[src/rtl/spi_pkg.sv]
// Shared constants and FSM state type for the SPI configuration target.
package spi_pkg;

  localparam int FRAME_BITS = 16;

  localparam logic [4:0] CNT_FULL = 5'(FRAME_BITS);
  localparam logic [4:0] CNT_SAT  = 5'(FRAME_BITS + 1);

  localparam logic [6:0] ADDR_EN_OUT_LO = 7'h00;
  localparam logic [6:0] ADDR_EN_OUT_HI = 7'h01;
  localparam logic [6:0] ADDR_EN_PWM_LO = 7'h02;
  localparam logic [6:0] ADDR_EN_PWM_HI = 7'h03;
  localparam logic [6:0] ADDR_DUTY      = 7'h04;
  localparam logic [6:0] ADDR_MAX       = 7'h04;

  typedef enum logic [1:0] {
    IDLE   = 2'd0,
    SHIFT  = 2'd1,
    COMMIT = 2'd2
  } spi_state_e;

endpackage

[src/rtl/sync_ff.sv]
// Multi-bit flop-chain synchronizer with a per-bit reset value.
module sync_ff #(
  parameter int               WIDTH     = 1,
  parameter int               STAGES    = 2,
  parameter logic [WIDTH-1:0] RESET_VAL = '0
) (
  input  logic             clk,
  input  logic             rst_n,
  input  logic [WIDTH-1:0] d,
  output logic [WIDTH-1:0] q
);

  logic [WIDTH-1:0] chain [STAGES];

  always_ff @(posedge clk or negedge rst_n) begin
    if (!rst_n) begin
      for (int i = 0; i < STAGES; i++) chain[i] <= RESET_VAL;
    end else begin
      chain[0] <= d;
      for (int i = 1; i < STAGES; i++) chain[i] <= chain[i-1];
    end
  end

  assign q = chain[STAGES-1];

endmodule

[src/rtl/spi_peripheral.sv]
// Write-only SPI mode-0 target holding the five PWM configuration registers.
// Frame: bit 15 = write flag, bits 14:8 = address, bits 7:0 = data.
module spi_peripheral
  import spi_pkg::*;
#(
  parameter int SYNC_STAGES = 2
) (
  input  logic       clk,
  input  logic       rst_n,
  input  logic       sclk,
  input  logic       copi,
  input  logic       ncs,
  output logic [7:0] en_reg_out_7_0,
  output logic [7:0] en_reg_out_15_8,
  output logic [7:0] en_reg_pwm_7_0,
  output logic [7:0] en_reg_pwm_15_8,
  output logic [7:0] pwm_duty_cycle
);

  logic [2:0] sync_q;
  logic       sclk_s, copi_s, ncs_s;
  logic       sclk_d, ncs_d;
  logic       ncs_fall, ncs_rise, sclk_rise;

  sync_ff #(
    .WIDTH    (3),
    .STAGES   (SYNC_STAGES),
    .RESET_VAL(3'b100)
  ) u_sync (
    .clk  (clk),
    .rst_n(rst_n),
    .d    ({ncs, copi, sclk}),
    .q    (sync_q)
  );

  assign {ncs_s, copi_s, sclk_s} = sync_q;

  always_ff @(posedge clk or negedge rst_n) begin
    if (!rst_n) begin
      ncs_d  <= 1'b1;
      sclk_d <= 1'b0;
    end else begin
      ncs_d  <= ncs_s;
      sclk_d <= sclk_s;
    end
  end

  assign ncs_fall  = ncs_d & ~ncs_s;
  assign ncs_rise  = ~ncs_d & ncs_s;
  assign sclk_rise = ~sclk_d & sclk_s;

  spi_state_e state, state_next;
  logic       clear, shift_en, commit_en;
  logic [4:0] bit_cnt;
  logic [15:0] shreg;

  always_ff @(posedge clk or negedge rst_n) begin
    if (!rst_n) state <= IDLE;
    else        state <= state_next;
  end

  always_comb begin
    state_next = state;
    clear      = 1'b0;
    shift_en   = 1'b0;
    commit_en  = 1'b0;
    case (state)
      IDLE: begin
        if (ncs_fall) begin
          state_next = SHIFT;
          clear      = 1'b1;
        end
      end
      SHIFT: begin
        if (ncs_rise)       state_next = COMMIT;
        else if (sclk_rise) shift_en   = 1'b1;
      end
      COMMIT: begin
        state_next = IDLE;
        commit_en  = (bit_cnt == CNT_FULL) && shreg[15] && (shreg[14:8] <= ADDR_MAX);
      end
      default: state_next = IDLE;
    endcase
  end

  // Counter saturates one past a full frame so over-long frames stay distinguishable.
  always_ff @(posedge clk or negedge rst_n) begin
    if (!rst_n) begin
      bit_cnt <= '0;
      shreg   <= '0;
    end else if (clear) begin
      bit_cnt <= '0;
      shreg   <= '0;
    end else if (shift_en) begin
      shreg <= {shreg[14:0], copi_s};
      if (bit_cnt != CNT_SAT) bit_cnt <= bit_cnt + 5'd1;
    end
  end

  always_ff @(posedge clk or negedge rst_n) begin
    if (!rst_n) begin
      en_reg_out_7_0  <= 8'h00;
      en_reg_out_15_8 <= 8'h00;
      en_reg_pwm_7_0  <= 8'h00;
      en_reg_pwm_15_8 <= 8'h00;
      pwm_duty_cycle  <= 8'h00;
    end else if (commit_en) begin
      case (shreg[14:8])
        ADDR_EN_OUT_LO: en_reg_out_7_0  <= shreg[7:0];
        ADDR_EN_OUT_HI: en_reg_out_15_8 <= shreg[7:0];
        ADDR_EN_PWM_LO: en_reg_pwm_7_0  <= shreg[7:0];
        ADDR_EN_PWM_HI: en_reg_pwm_15_8 <= shreg[7:0];
        ADDR_DUTY:      pwm_duty_cycle  <= shreg[7:0];
        default: ;
      endcase
    end
  end

endmodule
[config.mk]
export PLATFORM = sky130hd
export DESIGN_NAME = spi_peripheral
export DESIGN_NICKNAME = d
export VERILOG_FILES = /design/src/rtl/spi_pkg.sv /design/src/rtl/sync_ff.sv /design/src/rtl/spi_peripheral.sv
export SDC_FILE = /design/constraint.sdc
export NUM_CORES = 1
export LEC_CHECK = 0
export CAP_MARGIN = 20
export CELL_PAD_IN_SITES_DETAIL_PLACEMENT = 1
export CELL_PAD_IN_SITES_GLOBAL_PLACEMENT = 1
export CORE_MARGIN = 2
export CORE_UTILIZATION = 35
export CTS_CLUSTER_SIZE = 28
export DETAILED_ROUTE_END_ITERATION = 10
export GPL_ROUTABILITY_DRIVEN = 0
export GPL_TIMING_DRIVEN = 1
export PLACE_DENSITY_LB_ADDON = 0.1
export SLEW_MARGIN = 15
export SYNTH_ARGS = -nofsm -noshare
export SYNTH_HDL_FRONTEND = slang
export SYNTH_SLANG_ARGS = --single-unit
[constraint.sdc]
create_clock -name clk -period 4.55 [get_ports clk]
set_clock_uncertainty 0.1 [all_clocks]
set_input_delay 1.365 -clock clk [delete_from_list [all_inputs] [get_ports clk]]
set_output_delay 1.365 -clock clk [all_outputs]
set_load 0.005 [all_outputs]
==> flow_metrics.env <==
export IMPL_peakVddDrop_mv=0.145
export IMPL_synth_seq_cells=71
export IMPL_arrival_ps=1220
export IMPL_grt_usage_pct=14.5
export IMPL_final_cell_mix="dfrtp_1, clkdlybuf4s50_1, nand2_1"
export IMPL_clk_path_buf_depth=2
export IMPL_final_nets=275
export IMPL_path_class="reg2out"
export IMPL_yosysTopAreaCellShare_pct=59.1
export IMPL_synthCells=214
export IMPL_cts_num_sinks=71
export IMPL_grt_pass1_vias=1855
export IMPL_cts_buffers=9
export IMPL_relSlewSlack_pct=61.4
export IMPL_synth_largest_area_cell="dfrtp_1"
export IMPL_final_common_cell="dfrtp_1"
export IMPL_yosys_warnings=0
export IMPL_placed_cells=360
export IMPL_setup_viol=0
export IMPL_grt_start_max_net_pins=49
export IMPL_path_cells="clkdlybuf4s50_1"
export IMPL_maxCapViolCount=0
export IMPL_whs_path_depth=0
export IMPL_rsz0062_at_grt="no"
export IMPL_finalCritPeriodShare_pct=58.9
export IMPL_die_x_um=94.7
export IMPL_end_kind="primary output"
export IMPL_crit_slowest_cell="clkdlybuf4s50_1"
export IMPL_h_tree_depth=3
export IMPL_cts_resized=0
export IMPL_die_area_um2=8970
export IMPL_drtAntennaViolNets=0
export IMPL_ios=45
export IMPL_syn_area_per_cell_um2=13.5
export IMPL_hold_violations=0
export IMPL_crit_buf_inv=1
export IMPL_diodes=0
export IMPL_path_clk_slew_ps=80
export IMPL_start_util_pct=35.6
export IMPL_post_route_min_period_ps=2680
export IMPL_worstSetupStartpointType="flip-flop"
export IMPL_hold_buffers=0
export IMPL_areaGrowthSynthToFinish_pct=26.2
export IMPL_p_sw_share_pct=25.7
export IMPL_status="finished, final reports clean"
export IMPL_power_w=0.00118
export IMPL_root_buffer="clkbuf_8"
export IMPL_grt_first_pass_wirelength_um=9690
export IMPL_cts_tree="yes"
export IMPL_port_buffers=44
export IMPL_num_vias=1811
export IMPL_p_leak_nw=1.64
export IMPL_tns_ps=0
export IMPL_die_y_um=94.7
export IMPL_antenna_found_initial=0
export IMPL_clock_fmax_mhz=373
export IMPL_core_um2=8090
export IMPL_pwr_share_seq_pct=56.9
export IMPL_clk_latency_ps=340
export IMPL_post_cts_setup_buffers=0
export IMPL_cp_required_ps=3080
export IMPL_stdcell_count=377
export IMPL_dr_pass1_iters=4
export IMPL_drive_above_1_share_pct=26.5
export IMPL_core_rowCount=33
export IMPL_final_max_slew_viol_count=0
export IMPL_wire_per_inst_um=15.6
export IMPL_power_frac_comb_pct=6.3
export IMPL_synthDistinctLibCells=33
export IMPL_hold_path_class="reg2reg"
export IMPL_cp_num_cells=1
export IMPL_synth_seq_area_share_pct=61.8
export IMPL_worstMarginPinSlew_ps=577
export IMPL_viasPerCell=4.80
export IMPL_slowest_delay_ps=510
export IMPL_p_per_area_nw_per_um2=326
export IMPL_wirelength_um=5870
export IMPL_path_max_fanout=2
export IMPL_synthTopCellsByArea="dfrtp_1, mux2_2, mux2_4"
export IMPL_synth_fp_nets=222
export IMPL_switchingPower_w=0.000304
export IMPL_synth_area_um2=2880
export IMPL_drt_initial_drc_count=64
export IMPL_power_frac_clock_pct=36.8
export IMPL_intPower_w=0.000879
export IMPL_gr_total_overflow=0
export IMPL_drc=0
export IMPL_hpwl_um=3970
export IMPL_worst_r2r_cell_count=6
export IMPL_crit_family="buffers and inverters"
==> cells by family after synthesis <==
group | share of synthesized area, %
flops | 61.8
simple gates | 12.9
mux | 17.2
compound gates | 3.65
buf+inv | 2.22
xor+xnor | 0.912
fa+ha+maj | 1.30
==> cell type report <==
| cell class | instances | area [µm²] |
|---|---|---|
| Timing Repair Buffer | 49 | 493 |
| Clock inverter | 7 | 48.8 |
| Clock buffer | 9 | 124 |
| Fill cell | 869 | 4460 |
| Inverter | 4 | 15.0 |
| Sequential cell | 71 | 1780 |
| Multi-Input combinational cell | 132 | 1040 |
| Tap cell | 105 | 131 |
==> sequential cells by signal, summed over array words and instances, names as in the netlist <==
signal / count
u_sync.chain: 3
u_sync.q: 3
bit_cnt: 5
en_reg_out_7_0: 8
sclk_d: 1
en_reg_pwm_7_0: 8
ncs_d: 1
state: 2
en_reg_out_15_8: 8
pwm_duty_cycle: 8
en_reg_pwm_15_8: 8
shreg: 16
==> power by group through the flow <==
stage               registers, W  logic [W]  clock network [W]
floorplan               0.000679  0.0000428                  0
CTS                     0.000675  0.0000744           0.000458
finish                  0.000674  0.0000742           0.000435
global route            0.000678  0.0000872           0.000479
detailed placement      0.000687  0.0000736                  0
global placement        0.000686  0.0000727                  0
==> metal layers <==
layer	GRT usage, %	up-vias	routed length (µm)
met2	23.2	33	2740
met5	0	-	0
met4	5.80	0	81
li1	-	850	-
met3	3.19	7	182
met1	19.3	921	2870
==> per-stage QoR <==
stage	instance area, µm²	setup WS (ps)	util [%]	hold slack (ps)
after floorplan	2880	2520	-	231
after global routing	3630	1810	44.9	262
final	3630	1870	44.9	255
after detailed placement	3430	1920	42.4	238
after global placement	3430	1930	42.4	236
after CTS	3610	1830	44.6	257
==> synth_stat cells <==
cell type and instances:
nand2b_1 2, and4b_1 1, nor4b_2 1, mux2_2 31, nand4b_4 1, nand3_2 1, clkbuf_1 4, and4_4 1
dfstp_2 3, nor2_1 7, nor4bb_1 2, nand2_1 35, and4bb_2 1, nand4_1 1, dfrtp_1 68, nor3b_1 2
xor2_1 1, mux2_4 9, a311o_1 1, nand4_4 1, and2_1 1, nand4bb_1 1, nand3_1 2, ha_1 3
nor3_1 3, inv_1 4, and4_1 1, xnor2_1 2, o21ai_0 1, mux2i_1 1, nor2b_1 1, a21oi_1 18
buf_6 3
==> final timing paths <==
| kind | from | endpoint | slack [ps] |
|---|---|---|---|
| worst min register to register | u_sync.chain[3] | u_sync.q[0] | 260 |
| min in group asynchronous | rst_n | en_reg_pwm_15_8[2] | 920 |
| max in group asynchronous | rst_n | u_sync.q[2] | 2590 |
| worst max register to register | bit_cnt[0] | en_reg_out_15_8[3] | 2010 |
| worst min-delay path | u_sync.chain[3] | u_sync.q[0] | 260 |
| worst max-delay path | en_reg_out_15_8[3] | en_reg_out_15_8[3] | 1870 |
Power figures use the tool's default switching activity.
